### src/rtl/audio_playback_scheduler_if.sv
// Memory read port and PWM serializer port of the audio playback scheduler.
// master = scheduler side, slave = memory/serializer side.
interface audio_playback_scheduler_if #(
  parameter int unsigned ADDR_WIDTH  = 12,
  parameter int unsigned WORD_LENGTH = 16
);
  logic [ADDR_WIDTH-1:0]  mem_addr_o;
  logic                   mem_rd_o;
  logic                   mem_valid_i;
  logic [WORD_LENGTH-1:0] mem_data_i;
  logic [WORD_LENGTH-1:0] word_o;
  logic                   clip_sel_o;
  logic                   ser_enable_o;
  logic                   ser_done_i;

  modport master (
    output mem_addr_o, mem_rd_o, word_o, clip_sel_o, ser_enable_o,
    input  mem_valid_i, mem_data_i, ser_done_i
  );

  modport slave (
    input  mem_addr_o, mem_rd_o, word_o, clip_sel_o, ser_enable_o,
    output mem_valid_i, mem_data_i, ser_done_i
  );
endinterface

### src/rtl/audio_playback_scheduler.sv
// Round-robin scheduler feeding two stored audio clips word by word to a PWM serializer.
// Define UNDERRUN_COUNT_EN to add the saturating underrun counter output underrun_cnt_o.
module audio_playback_scheduler #(
  parameter int unsigned WORD_LENGTH        = 16,
  parameter int unsigned SYSTEM_FREQUENCY   = 100000000,
  parameter int unsigned SAMPLING_FREQUENCY = 1000000,
  parameter int unsigned ADDR_WIDTH         = 12
) (
  input  logic                  clock_i,
  input  logic                  reset_i,
  input  logic [1:0]            play_req_i,
  input  logic                  stop_i,
  input  logic [ADDR_WIDTH-1:0] clip_len0_i,
  input  logic [ADDR_WIDTH-1:0] clip_len1_i,
  audio_playback_scheduler_if.master bus_io,
  output logic                  busy_o,
  output logic [1:0]            clip_done_o
`ifdef UNDERRUN_COUNT_EN
  ,
  output logic [7:0]            underrun_cnt_o
`endif
);

  localparam int unsigned TickDiv = SYSTEM_FREQUENCY / SAMPLING_FREQUENCY;
  localparam int unsigned CntW    = (TickDiv > 1) ? $clog2(TickDiv) : 1;

  if (TickDiv < WORD_LENGTH + 4) begin : g_tick_div_check
    $error("TICK_DIV must be at least WORD_LENGTH+4");
  end

  typedef enum logic [2:0] {StIdle, StFetch, StWaitData, StWaitTick, StShift} state_e;

  state_e                 state_q, state_d;
  logic [CntW-1:0]        tick_cnt_q;
  logic [ADDR_WIDTH-1:0]  index_q, len_q, idx_next, grant_len;
  logic [WORD_LENGTH-1:0] word_q;
  logic                   clip_q, last_served_q, ser_en_q;
  logic [1:0]             done_q;
  logic                   tick, req_any, grant_clip, grant_zero, last_word;

  assign tick       = (tick_cnt_q == CntW'(TickDiv - 1));
  assign req_any    = |play_req_i;
  assign grant_len  = grant_clip ? clip_len1_i : clip_len0_i;
  assign grant_zero = (grant_len == '0);
  assign idx_next   = index_q + ADDR_WIDTH'(1);
  assign last_word  = (idx_next == len_q);

  // On contention, serve the clip that did not finish (or stop) last.
  always_comb begin
    grant_clip = play_req_i[1];
    if (&play_req_i) grant_clip = ~last_served_q;
  end

  always_ff @(posedge clock_i or posedge reset_i) begin
    if (reset_i) state_q <= StIdle;
    else         state_q <= state_d;
  end

  always_comb begin
    state_d = state_q;
    unique case (state_q)
      StIdle:     if (req_any && !grant_zero) state_d = StFetch;
      StFetch:    state_d = StWaitData;
      StWaitData: if (bus_io.mem_valid_i) state_d = StWaitTick;
      StWaitTick: if (tick) state_d = StShift;
      StShift:    if (bus_io.ser_done_i) state_d = last_word ? StIdle : StFetch;
      default:    state_d = StIdle;
    endcase
    if (stop_i && (state_q != StIdle)) state_d = StIdle;
  end

  always_comb begin
    bus_io.mem_rd_o = (state_q == StFetch);
    busy_o          = (state_q != StIdle);
  end

  assign bus_io.mem_addr_o   = index_q;
  assign bus_io.word_o       = word_q;
  assign bus_io.clip_sel_o   = clip_q;
  assign bus_io.ser_enable_o = ser_en_q;
  assign clip_done_o         = done_q;

  always_ff @(posedge clock_i or posedge reset_i) begin
    if (reset_i) begin
      tick_cnt_q    <= '0;
      index_q       <= '0;
      len_q         <= '0;
      word_q        <= '0;
      clip_q        <= 1'b0;
      last_served_q <= 1'b1;
      ser_en_q      <= 1'b0;
      done_q        <= '0;
    end else begin
      done_q <= '0;
      if (state_q == StIdle || tick) tick_cnt_q <= '0;
      else                           tick_cnt_q <= tick_cnt_q + CntW'(1);

      if (state_q == StIdle) begin
        if (req_any) begin
          clip_q  <= grant_clip;
          len_q   <= grant_len;
          index_q <= '0;
          if (grant_zero) begin
            done_q        <= 2'b01 << grant_clip;
            last_served_q <= grant_clip;
          end
        end
      end else if (stop_i) begin
        ser_en_q      <= 1'b0;
        last_served_q <= clip_q;
      end else begin
        if (state_q == StWaitData && bus_io.mem_valid_i) word_q <= bus_io.mem_data_i;
        if (state_q == StWaitTick && tick) ser_en_q <= 1'b1;
        // Dropping enable between words gives the serializer a fresh rising edge.
        if (state_q == StShift && bus_io.ser_done_i) begin
          ser_en_q <= 1'b0;
          if (last_word) begin
            done_q        <= 2'b01 << clip_q;
            last_served_q <= clip_q;
          end else begin
            index_q <= idx_next;
          end
        end
      end
    end
  end

`ifdef UNDERRUN_COUNT_EN
  logic [7:0] underrun_q;

  always_ff @(posedge clock_i or posedge reset_i) begin
    if (reset_i) begin
      underrun_q <= '0;
    end else if (state_q == StIdle && req_any) begin
      underrun_q <= '0;
    end else if (tick && (state_q == StFetch || state_q == StWaitData) &&
                 (underrun_q != 8'hFF)) begin
      underrun_q <= underrun_q + 8'd1;
    end
  end

  assign underrun_cnt_o = underrun_q;
`endif

endmodule

### src/flat_wrapper.sv
// flat-port wrapper written by rule: the top's interface ports become plain ports
module audio_playback_scheduler_flat 
#(
  parameter int unsigned WORD_LENGTH        = 16,
  parameter int unsigned SYSTEM_FREQUENCY   = 100000000,
  parameter int unsigned SAMPLING_FREQUENCY = 1000000,
  parameter int unsigned ADDR_WIDTH         = 12
)
  (clock_i, reset_i, play_req_i, stop_i, clip_len0_i, clip_len1_i, busy_o, clip_done_o, bus_io_mem_addr_o, bus_io_mem_rd_o, bus_io_word_o, bus_io_clip_sel_o, bus_io_ser_enable_o, bus_io_mem_valid_i, bus_io_mem_data_i, bus_io_ser_done_i);
  audio_playback_scheduler_if #(.ADDR_WIDTH(ADDR_WIDTH), .WORD_LENGTH(WORD_LENGTH)) bus_io_i ();
  input  logic clock_i;
  input  logic reset_i;
  input  logic [1:0] play_req_i;
  input  logic stop_i;
  input  logic [ADDR_WIDTH-1:0] clip_len0_i;
  input  logic [ADDR_WIDTH-1:0] clip_len1_i;
  output logic busy_o;
  output logic [1:0] clip_done_o;
  output wire logic [$bits(bus_io_i.mem_addr_o)-1:0] bus_io_mem_addr_o;
  output wire logic [$bits(bus_io_i.mem_rd_o)-1:0] bus_io_mem_rd_o;
  output wire logic [$bits(bus_io_i.word_o)-1:0] bus_io_word_o;
  output wire logic [$bits(bus_io_i.clip_sel_o)-1:0] bus_io_clip_sel_o;
  output wire logic [$bits(bus_io_i.ser_enable_o)-1:0] bus_io_ser_enable_o;
  input wire logic [$bits(bus_io_i.mem_valid_i)-1:0] bus_io_mem_valid_i;
  input wire logic [$bits(bus_io_i.mem_data_i)-1:0] bus_io_mem_data_i;
  input wire logic [$bits(bus_io_i.ser_done_i)-1:0] bus_io_ser_done_i;
  assign bus_io_mem_addr_o = bus_io_i.mem_addr_o;
  assign bus_io_mem_rd_o = bus_io_i.mem_rd_o;
  assign bus_io_word_o = bus_io_i.word_o;
  assign bus_io_clip_sel_o = bus_io_i.clip_sel_o;
  assign bus_io_ser_enable_o = bus_io_i.ser_enable_o;
  assign bus_io_i.mem_valid_i = bus_io_mem_valid_i;
  assign bus_io_i.mem_data_i = bus_io_mem_data_i;
  assign bus_io_i.ser_done_i = bus_io_ser_done_i;
  audio_playback_scheduler #(.WORD_LENGTH(WORD_LENGTH), .SYSTEM_FREQUENCY(SYSTEM_FREQUENCY), .SAMPLING_FREQUENCY(SAMPLING_FREQUENCY), .ADDR_WIDTH(ADDR_WIDTH)) u_core (.clock_i(clock_i), .reset_i(reset_i), .play_req_i(play_req_i), .stop_i(stop_i), .clip_len0_i(clip_len0_i), .clip_len1_i(clip_len1_i), .bus_io(bus_io_i), .busy_o(busy_o), .clip_done_o(clip_done_o));
endmodule
### config.mk
export PLATFORM = sky130hd
export DESIGN_NAME = audio_playback_scheduler_flat
export DESIGN_NICKNAME = d
export VERILOG_FILES = /design/src/rtl/audio_playback_scheduler_if.sv /design/src/rtl/audio_playback_scheduler.sv /design/src/flat_wrapper.sv
export SDC_FILE = /design/constraint.sdc
export NUM_CORES = 1
export LEC_CHECK = 0
export ABC_AREA = 1
export CAP_MARGIN = 5
export CORE_MARGIN = 2
export CORE_UTILIZATION = 40
export CTS_CLUSTER_SIZE = 30
export DETAILED_ROUTE_END_ITERATION = 16
export PLACE_DENSITY = 0.67
export SLEW_MARGIN = 20
export SYNTH_ARGS = -nofsm -noshare
export SYNTH_HDL_FRONTEND = slang
export SYNTH_SLANG_ARGS = --single-unit
export TNS_END_PERCENT = 30
### constraint.sdc
create_clock -name clock_i -period 5.7 [get_ports clock_i]
set_input_delay 0.57 -clock clock_i [delete_from_list [all_inputs] [get_ports clock_i]]
set_output_delay 0.57 -clock clock_i [all_outputs]
set_load 0.03 [all_outputs]
==> run summary, run 1 <==
synth top area cells = dfrtp_1 42%, nand2_1 14%, nand3_1 5.8%, inv_1 5.7%, mux2_2 5.6%
Clock Skew = 0.00967 ns
clock insertion delay at the later pin of the skew report = 0.31 ns
final setup fails = 0
critical path arrival = 2.11 ns
cts hold-fix bufs = 0
Tot GR Track Use = 17.2%
Mapped Cells = 415
Placer Congestion = 0.914
Total Wirelength = 7200 um
Die Y = 93.7 um
first-pass GRT wire length = 12100 um
post-route ant nets = 0
initial antenna violation count = 0
Die Wd = 93.7 um
First-pass DRT Iterations = 4
Main synth FF type = dfrtp_1
number of synthesized flops with an enable pin = 0
Max-Cap Viols = 0
root buffer cell = clkbuf_8
hpwl dp = 5510 um
synthesized area per cell = 7.75 um^2
Hold Path Class = reg -> reg
Pleak = 1.93 nW
First DRT Iteration DRCs = 187
Final Slew Violations = 0
CTS Buf Count = 5
CTS tree = yes
area share of the largest cell type after synthesis = 42.0%
asr flop ratio synth = 100%
Int Pwr = 923 uW
effective utilization at floorplan = 41.4%
Core Util, Final = 54.1%
vias in the first global route = 2619
Crit path required time = 5.13 ns
Final Net Count = 545
pin count of the biggest net entering global routing = 56
FF+latch count, synth = 55
area grow syn2layout = 30.6%
clock sink total = 55
power per cell area = 382 nW/um^2
layout cells sized above 1 = 11.3%
DRC Markers = 0
Critical Path Start = u_core.state_q[1]$_DFFE_PP0P_
total gr overflow = 0
endpoints failing hold = 0
Synth warnings = 0
Mapped Area = 3220 um^2
H-tree depth = 2
WHS = 0.485 ns
Setup Buffers After CTS = 0
register share of total power = 38.2%
Fmax = 373 MHz
Antenna diodes = 0
CTS Buffer Depth = 2
Tightest Pin Transition = 0.813 ns
Psw = 684 uW
Setup TNS Final = 0 ns
Clock Pin Slew Worst Setup and Hold Paths = 0.10 ns
Peak VDD IR = 0.176 mV
clock share of power = 14.2%
I/O pin cnt = 81
leading area contributor after synthesis = dfrtp_1
Die ar. = 8780 um^2
sequential-to-total area share from yosys stat = 42.8%
Critical Path Start Type = flip-flop
status = completed
kind of critical path = reg -> out
worst rel slew slack = 45.7%
vias per inst = 4.75
post_cts resized = 0
final period utilization = 47.1%
Port Buffer Count = 80
Comb pwr share = 47.5%
DR WL/cell = 12.0 um
Crit Reg-Reg Startpoint = u_core.bus_io.mem_addr_o[0]$_DFFE_PP0P_
unique cell type count in the Yosys netlist = 34
crit-path max FO = 9
Period minus WS final = 2.68 ns
Cell Rows = 32
Vias = 2848
Critical Path End Type = primary output
switching portion of total power = 42.6%
Hold Path Origin = u_core.last_served_q$_DFFE_PP1P_
Core Box Area = 7770 um^2
RSZ-0062 raised after global routing = false
Syn Nets = 464
==> placed cells by master, fill, tap and decap left out, drive strengths merged, types with 2 or more instances in the layout <==
cell type / synthesis / final
a21oi: 5 / 5
clkbuf: 3 / 5
clkdlybuf4s50: 0 / 80
dfrtp: 54 / 54
ha: 2 / 2
inv: 52 / 53
mux2: 16 / 16
nand2: 125 / 125
nand3: 45 / 45
nand3b: 4 / 4
nand4: 6 / 6
nor2: 44 / 44
nor3: 4 / 4
nor3b: 2 / 2
nor4: 2 / 2
o21ai: 38 / 38
o22ai: 2 / 2
o32ai: 2 / 2
==> kinds of logic after synthesis <==
logic type	share of synthesized area, %
simple gates	33.9
flops	42.8
mux	5.60
buf+inv	7.50
fa+ha+maj	0.777
compound gates	8.90
xor+xnor	0.544
==> through the flow <==
step	worst slack [ns]	cells	cell area [um^2]	power, mW
2_1_floorplan	3.59	415	3220	1.13
3_3_place_gp	3.06	591	4110	1.38
3_5_place_dp	2.94	591	4110	1.39
4_1_cts	3.02	599	4200	1.62
5_1_grt	2.86	599	4200	1.74
6_report	3.02	599	4200	1.61
==> sequential cells by signal (all words and copies together) (netlist names) <==
name	count
u_core.bus_io.mem_addr_o	12
u_core.bus_io.clip_sel_o	1
u_core.bus_io.word_o	16
u_core.state_q	3
u_core.clip_done_o	2
u_core.len_q	12
u_core.tick_cnt_q	7
u_core.bus_io.ser_enable_o	1
u_core.last_served_q	1
==> worst max-delay path, cell delays in order, from the launching register on <==
cell	delay, ns
dfrtp_1	0.45
nor2_1	0.19
inv_1	0.11
nor2_2	0.27
inv_1	0.16
clkdlybuf4s50_1	0.63
==> metal layers <==
metal	GRT usage [%]	part of all wire (%)	vias up	wire length, um
met4	3.38	0.58	0	42
met5	0	0	-	0
met2	27.8	45	63	3220
met1	24.4	50	1276	3580
li1	-	-	1505	-
met3	3.13	4.9	4	351
==> synthesized netlist by cell type (3+ instances only) <==
master    instances
a21oi_1           4
buf_2             3
clkbuf_1          3
dfrtp_1          54
inv_1            49
inv_2             3
mux2_2           16
nand2_1         120
nand2_2           3
nand3_1          37
nand3_2           7
nand3b_1          4
nand4_1           6
nor2_1           39
nor3_1            4
o21ai_0          32
o21ai_2           6
==> power groups by stage <==
stage / clock network (mW) / registers, mW / logic, mW
final: 0.229 / 0.615 / 0.764
after CTS: 0.240 / 0.614 / 0.769
after global placement: 0 / 0.617 / 0.759
after global routing: 0.256 / 0.632 / 0.856
after floorplan: 0 / 0.715 / 0.410
after detailed placement: 0 / 0.622 / 0.766
==> worst paths after layout <==
| check | endpoint | slack (ns) | depth (start not counted) |
|---|---|---|---|
| max | busy_o | 3.02 | 5 |
| min | u_core.last_served_q$_DFFE_PP1P_ | 0.48 | 2 |
| max reg2reg | u_core.bus_io.mem_addr_o[10]$_DFFE_PP0P_ | 3.22 | 14 |
| min reg2reg | u_core.last_served_q$_DFFE_PP1P_ | 0.48 | 2 |
| max in group asynchronous | u_core.bus_io.mem_addr_o[3]$_DFFE_PP0P_ | 4.50 | 3 |
| min in group asynchronous | u_core.bus_io.word_o[14]$_DFFE_PP0P_ | 0.76 | 3 |
==> area by class of cell <==
cell class / count / area [um^2]
Fill cell: 769 / 3560
Tap cell: 102 / 128
Sequential cell: 55 / 1380
Inverter: 52 / 195
Clock inverter: 3 / 27.5
Timing Repair Buffer: 81 / 808
Multi-Input combinational cell: 301 / 1600
Clock buffer: 5 / 68.8
No activity file was read; power rests on OpenSTA's default activity.
==> inputs of run 2 (changes only) <==
- PLACE_DENSITY: 0.67 -> 0.7
- clock period: 5.7 -> 2.3 ns (I/O delays scaled with it)
==> run 2 against run 1 <==
Effect of this change:
- utilization up 2.0 points
- clock power up 150%
- critical path depth up 8
- largest power group unchanged
- sequential power up 150%
==> run summary, run 2 (synthesis results as in run 1) <==
status = completed
final setup margin = 0.150 ns (-2.87 ns)
Critical Path Start Type = flip-flop
vias per inst = 4.84 (+1.9%)
Final Net Count = 558 (+2.4%)
flip-flop count of the largest register after layout = 16 (unchanged)
DR WL/cell = 12.0 um (+0.17%)
endpoints failing hold = 0 (unchanged)
vias in the first global route = 2792 (+6.6%)
hpwl dp = 5770 um (+4.7%)
WHS = 0.153 ns (-0.332 ns)
Tot GR Track Use = 17.4% (+0.21 points)
CP Cell Sequence = ha_2, nand2_2, buf_4, nor2_1, nand3_1, nand3_1, nand3_1, nor2_2, nand3_4, nand2_8, buf_12, nand3_1, o21ai_2
Cell Rows = 32 (unchanged)
Antenna diodes = 0 (unchanged)
Period minus WS final = 2.15 ns
Peak VDD IR = 0.462 mV (+160%)
switching portion of total power = 42.0% (-0.63 points)
Final Slew Violations = 0 (unchanged)
Die Wd = 93.7 um (unchanged)
Core Box Area = 7770 um^2 (unchanged)
RSZ-0062 raised after global routing = false
Die Y = 93.7 um (unchanged)
First DRT Iteration DRCs = 140 (-25%)
layout cells sized above 1 = 13.9% (+2.7 points)
root buffer cell = clkbuf_8
CTS Buffer Depth = 2 (unchanged)
clock sink total = 55 (unchanged)
pre-CTS setup slack = 0.0615 ns (-2.88 ns)
most frequent cells in the layout = 120 x nand2_1, 80 x clkdlybuf4s50_1, 53 x dfrtp_1
cts hold-fix bufs = 0 (unchanged)
Clock Skew = 0.00891 ns (-0.000760 ns)
area grow syn2layout = 35.5%
CTS tree = yes
I/O pin cnt = 81 (unchanged)
H-tree depth = 2 (unchanged)
final setup fails = 0 (unchanged)
CTS Buf Count = 5 (unchanged)
most used cell, CP = nand3_1
crit-path max FO = 10 (+1)
Max-Cap Viols = 0 (unchanged)
commonest non-fill, non-tap cell in the layout = nand2_1
Pwr Total = 4.09 mW (+150%)
Clock Pin Slew Worst Setup and Hold Paths = 0.11 ns (about the same)
first-pass GRT wire length = 12400 um (+2.2%)
post-route ant nets = 0 (unchanged)
clock insertion delay at the later pin of the skew report = 0.31 ns (about the same)
Port Buffer Count = 80 (unchanged)
Comb pwr share = 49.4% (+1.9 points)
power per cell area = 938 nW/um^2 (+150%)
clock share of power = 13.8% (-0.4 points)
Critical Path End Type = flip-flop
Tightest Pin Transition = 0.505 ns (-0.307 ns)
delay-heaviest family, CP = simple AND/OR/NAND/NOR gates
grt met3 use = 3.21% (+0.080 points)
max incr delay on CP = 0.41 ns (-0.22 ns)
register share of total power = 36.9% (-1.3 points)
Pleak = 2.01 nW (+4.0%)
pin count of the biggest net entering global routing = 46 (-18%)
Int Pwr = 2.37 mW (+160%)
worst path bufs/invs = 2 (-1)
Total Wirelength = 7370 um (+2.3%)
M1 GR Usage = 23.7% (-0.71 points)
Die ar. = 8780 um^2 (unchanged)
Setup TNS Final = 0 ns (unchanged)
GRT met2 Usage = 29.2% (+1.4 points)
kind of critical path = reg -> reg
DP Cell Count = 597 (+1.0%)
worst rel slew slack = 66.2% (+21 points)
critical path arrival = 2.40 ns (+0.29 ns)
total gr overflow = 0 (unchanged)
Final Non-Filler Cells = 612 (+2.2%)
DRC Markers = 0 (unchanged)
Placer Congestion = 0.924 (+1.0%)
Crit path required time = 2.55 ns (-2.58 ns)
Psw = 1.72 mW (+150%)
final period utilization = 93.5%
gr busiest metal = met2
Fmax = 465 MHz
initial antenna violation count = 0 (unchanged)
Hold Path Class = in -> async
First-pass DRT Iterations = 4 (unchanged)
slowest CP cell = dfrtp_2
Vias = 2965 (+4.1%)
effective utilization at floorplan = 41.4% (unchanged)
[run 2: cell count changes in the layout (fill, tap and decap cells not counted)]
cell	change
buf_12	+4
ha_1	-1
ha_2	+1
buf_4	+9
nand2_4	-1
dfrtp_2	+1
clkinv_2	+1
clkinv_4	-1
dfrtp_1	-1
nand2_8	+1
[run 2: layout make-up]
type | instances | area (um^2)
clock inverters | 3 | 23.8
clock buffers | 5 | 68.8
fillers | 718 | 3410
well taps | 102 | 128
repair buffers | 94 | 956
multi-input cells | 301 | 1610
inverters | 52 | 195
flip-flops and latches | 55 | 1380
[run 2: final timing paths]
kind	from	end	slack, ns	cells past startpoint
worst max-delay path	u_core.bus_io.mem_addr_o[1]$_DFFE_PP0P_	u_core.bus_io.mem_addr_o[5]$_DFFE_PP0P_	0.15	13
worst min-delay path	reset_i	u_core.bus_io.word_o[11]$_DFFE_PP0P_	0.15	2
worst max register to register	u_core.bus_io.mem_addr_o[1]$_DFFE_PP0P_	u_core.bus_io.mem_addr_o[5]$_DFFE_PP0P_	0.15	13
worst min register to register	u_core.tick_cnt_q[0]$_DFF_PP0_	u_core.tick_cnt_q[0]$_DFF_PP0_	0.46	1
max in group asynchronous	reset_i	u_core.bus_io.mem_addr_o[1]$_DFFE_PP0P_	1.63	3
min in group clock_i	u_core.tick_cnt_q[0]$_DFF_PP0_	u_core.tick_cnt_q[0]$_DFF_PP0_	0.46	1
[run 2: metal layers]
layer  part of all wire (%)  routed length, um  up-vias
met4                   0.80                 59        0
li1                       -                  -     1535
met5                      0                  0        -
met2                     47               3470       78
met1                     47               3460     1346
met3                    5.2                383        6
[run 2: stage by stage]
step | area, um^2 | util (%)
2_1_floorplan | 3220 | -
3_3_place_gp | 4190 | 53.9
3_5_place_dp | 4190 | 53.9
4_1_cts | 4280 | 55.1
5_1_grt | 4360 | 56.1
6_report | 4360 | 56.1
[run 2: repair_timing]
action	4_1_cts	5_1_grt
setup buffers	0	7
endpoints found under the hold margin	0	0
setup endpoints to repair	0	12
resized for setup	0	3
[run 2: power by group through the flow]
stage,Sequential [mW],Combinational (mW),Clock [mW]
final,1.51,2.02,0.563
after global routing,1.56,2.23,0.611
after detailed placement,1.53,2.01,0
after floorplan,1.77,1.02,0
after global placement,1.52,1.98,0
after CTS,1.51,2.02,0.577
==> inputs of run 3 (changes only) <==
- PLACE_DENSITY: 0.7 -> 0.67
- clock period: 2.3 -> 2.4 ns (I/O delays scaled with it)
==> run 3 against run 2 <==
Effect of this change:
- via count shrank 0.44%
- sequential cell count unchanged
- first-iteration DRC count decreased by 21%
- highest routed layer unchanged
- die area is the same
- clock skew hardly changed
- sequential power shrank 4%
- total power down 5.8%
- register-to-register slack better by 0.08 ns
- maximum frequency is 1.1% lower
- cell count shrank 1.3%
==> run summary, run 3 (synthesis results as in run 1) <==
Placer Congestion = 0.909 (-1.6%)
clock insertion delay at the later pin of the skew report = 0.31 ns (about the same)
M1 WL = 3310 um (-4.3%)
Vias = 2952 (-0.44%)
final period utilization = 90.5% (-2.9 points)
crit-path max FO = 18 (+8)
Critical Path Start Type = flip-flop
cts hold-fix bufs = 0 (unchanged)
final setup margin = 0.227 ns (+0.0766 ns)
Tightest Pin Transition = 0.580 ns (+0.0746 ns)
vias in the first global route = 2687 (-3.8%)
pre-CTS setup slack = 0.154 ns (+0.0926 ns)
Pleak = 1.97 nW (-2.1%)
post-route ant nets = 0 (unchanged)
root buffer cell = clkbuf_8
met2 wire length = 3330 um (-4.0%)
area grow syn2layout = 32.7%
Crit path required time = 2.61 ns (+0.06 ns)
First-pass DRT Iterations = 5 (+1)
Tot GR Track Use = 17.0% (-0.47 points)
Die ar. = 8780 um^2 (unchanged)
most frequent cells in the layout = 120 x nand2_1, 80 x clkdlybuf4s50_1, 54 x dfrtp_1
layout cells sized above 1 = 12.2% (-1.8 points)
Clock Pin Slew Worst Setup and Hold Paths = 0.10 ns (about the same)
Crit Reg-Reg Startpoint = u_core.bus_io.mem_addr_o[1]$_DFFE_PP0P_
total gr overflow = 0 (unchanged)
Final Net Count = 550 (-1.4%)
vias per inst = 4.89 (+0.88%)
Setup TNS Final = 0 ns (unchanged)
initial antenna violation count = 0 (unchanged)
flip-flop count of the largest register after layout = 16 (unchanged)
CTS Buf Count = 5 (unchanged)
first-pass GRT wire length = 12000 um (-3.1%)
Die Wd = 93.7 um (unchanged)
CTS Buffer Depth = 2 (unchanged)
I/O pin cnt = 81 (unchanged)
Critical Path End Type = flip-flop
Die Y = 93.7 um (unchanged)
WHS = 0.282 ns (+0.129 ns)
Core Box Area = 7770 um^2 (unchanged)
Cell Rows = 32 (unchanged)
Max-Cap Viols = 0 (unchanged)
Met3 Routed Length = 499 um (+30%)
Final Non-Filler Cells = 604 (-1.3%)
final setup fails = 0 (unchanged)
dpl cell area = 4170 um^2 (-0.48%)
Fmax = 460 MHz (-1.1%)
DRC Markers = 0 (unchanged)
worst rel slew slack = 61.3% (-4.9 points)
status = completed
Port Buffer Count = 80 (unchanged)
pin count of the biggest net entering global routing = 38 (-17%)
endpoints failing hold = 0 (unchanged)
Final Slew Violations = 0 (unchanged)
DR WL/cell = 11.9 um (-1.2%)
Antenna diodes = 0 (unchanged)
Period minus WS final = 2.17 ns (+0.0234 ns)
hpwl dp = 5640 um (-2.2%)
Total Wirelength = 7180 um (-2.5%)
final instance area = 4270 um^2 (-2.0%)
clock sink total = 55 (unchanged)
critical path arrival = 2.38 ns (-0.02 ns)
effective utilization at floorplan = 41.4% (unchanged)
Clock Skew = 0.00857 ns (-0.000340 ns)
First DRT Iteration DRCs = 111 (-21%)
H-tree depth = 2 (unchanged)
Peak VDD IR = 0.393 mV (-15%)
Top Layer Used = met4
CTS tree = yes
commonest non-fill, non-tap cell in the layout = nand2_1
kind of critical path = reg -> reg
Critical Path Start = u_core.bus_io.mem_addr_o[1]$_DFFE_PP0P_
DP Cell Count = 596 (-0.17%)
Hold Path Class = in -> async
RSZ-0062 raised after global routing = false
power per cell area = 901 nW/um^2 (-3.9%)
==> run 3: repair_timing <==
item	4_1_cts	5_1_grt
gates resized for setup	0	1
setup buffers	0	0
endpoints found under the hold margin	0	0
endpoints found under the setup margin	0	5
==> run 3: worst max-delay path, stage by stage (launching register included) <==
cell     delay, ns
dfrtp_1       0.44
ha_1          0.24
nand2_2       0.13
inv_1         0.07
nor2_1        0.12
nand2_1       0.06
nand2_1       0.09
nand2_1       0.05
nor2_1        0.09
nand3_1       0.09
nor2_2        0.13
nand3_4       0.13
nand2_8       0.17
inv_1         0.12
nand2_1       0.08
nand2_1       0.05
==> run 3: per-layer routing <==
layer  up-vias  global-route usage (%)
met5         -                       0
met4         0                    4.35
met3         5                    3.53
met2        91                    28.3
met1      1341                    22.6
li1       1515                       -
==> run 3: where the power goes <==
part / switching [mW] / leakage (nW) / total (mW) / internal (mW)
logic: 1.09 / 1.21 / 1.87 / 0.782
registers: 0.220 / 0.710 / 1.45 / 1.23
clock network: 0.319 / 0.0461 / 0.530 / 0.211
==> run 3: cell type report <==
type                            instances  area [um^2]
Inverter                               52          195
Tap cell                              102          128
Timing Repair Buffer                   86          871
Multi-Input combinational cell        301         1610
Sequential cell                        55         1380
Fill cell                             725         3500
Clock inverter                          3         23.8
Clock buffer                            5         68.8
==> run 3: stage by stage <==
stage	util [%]	power, mW
2_1_floorplan	-	2.67
3_3_place_gp	53.7	3.31
3_5_place_dp	53.7	3.35
4_1_cts	54.9	3.89
5_1_grt	55.0	4.16
6_report	55.0	3.85
==> run 3: path summary, 6_finish.rpt <==
| kind | endpoint | slack [ns] | depth (start not counted) |
|---|---|---|---|
| setup reg to reg | u_core.bus_io.mem_addr_o[9]$_DFFE_PP0P_ | 0.23 | 15 |
| max in group asynchronous | u_core.last_served_q$_DFFE_PP1P_ | 1.50 | 3 |
| hold / removal | u_core.bus_io.word_o[13]$_DFFE_PP0P_ | 0.28 | 2 |
| hold reg to reg | u_core.tick_cnt_q[0]$_DFF_PP0_ | 0.47 | 1 |
| min in group clock_i | u_core.tick_cnt_q[0]$_DFF_PP0_ | 0.47 | 1 |
| setup / recovery | u_core.bus_io.mem_addr_o[9]$_DFFE_PP0P_ | 0.23 | 15 |
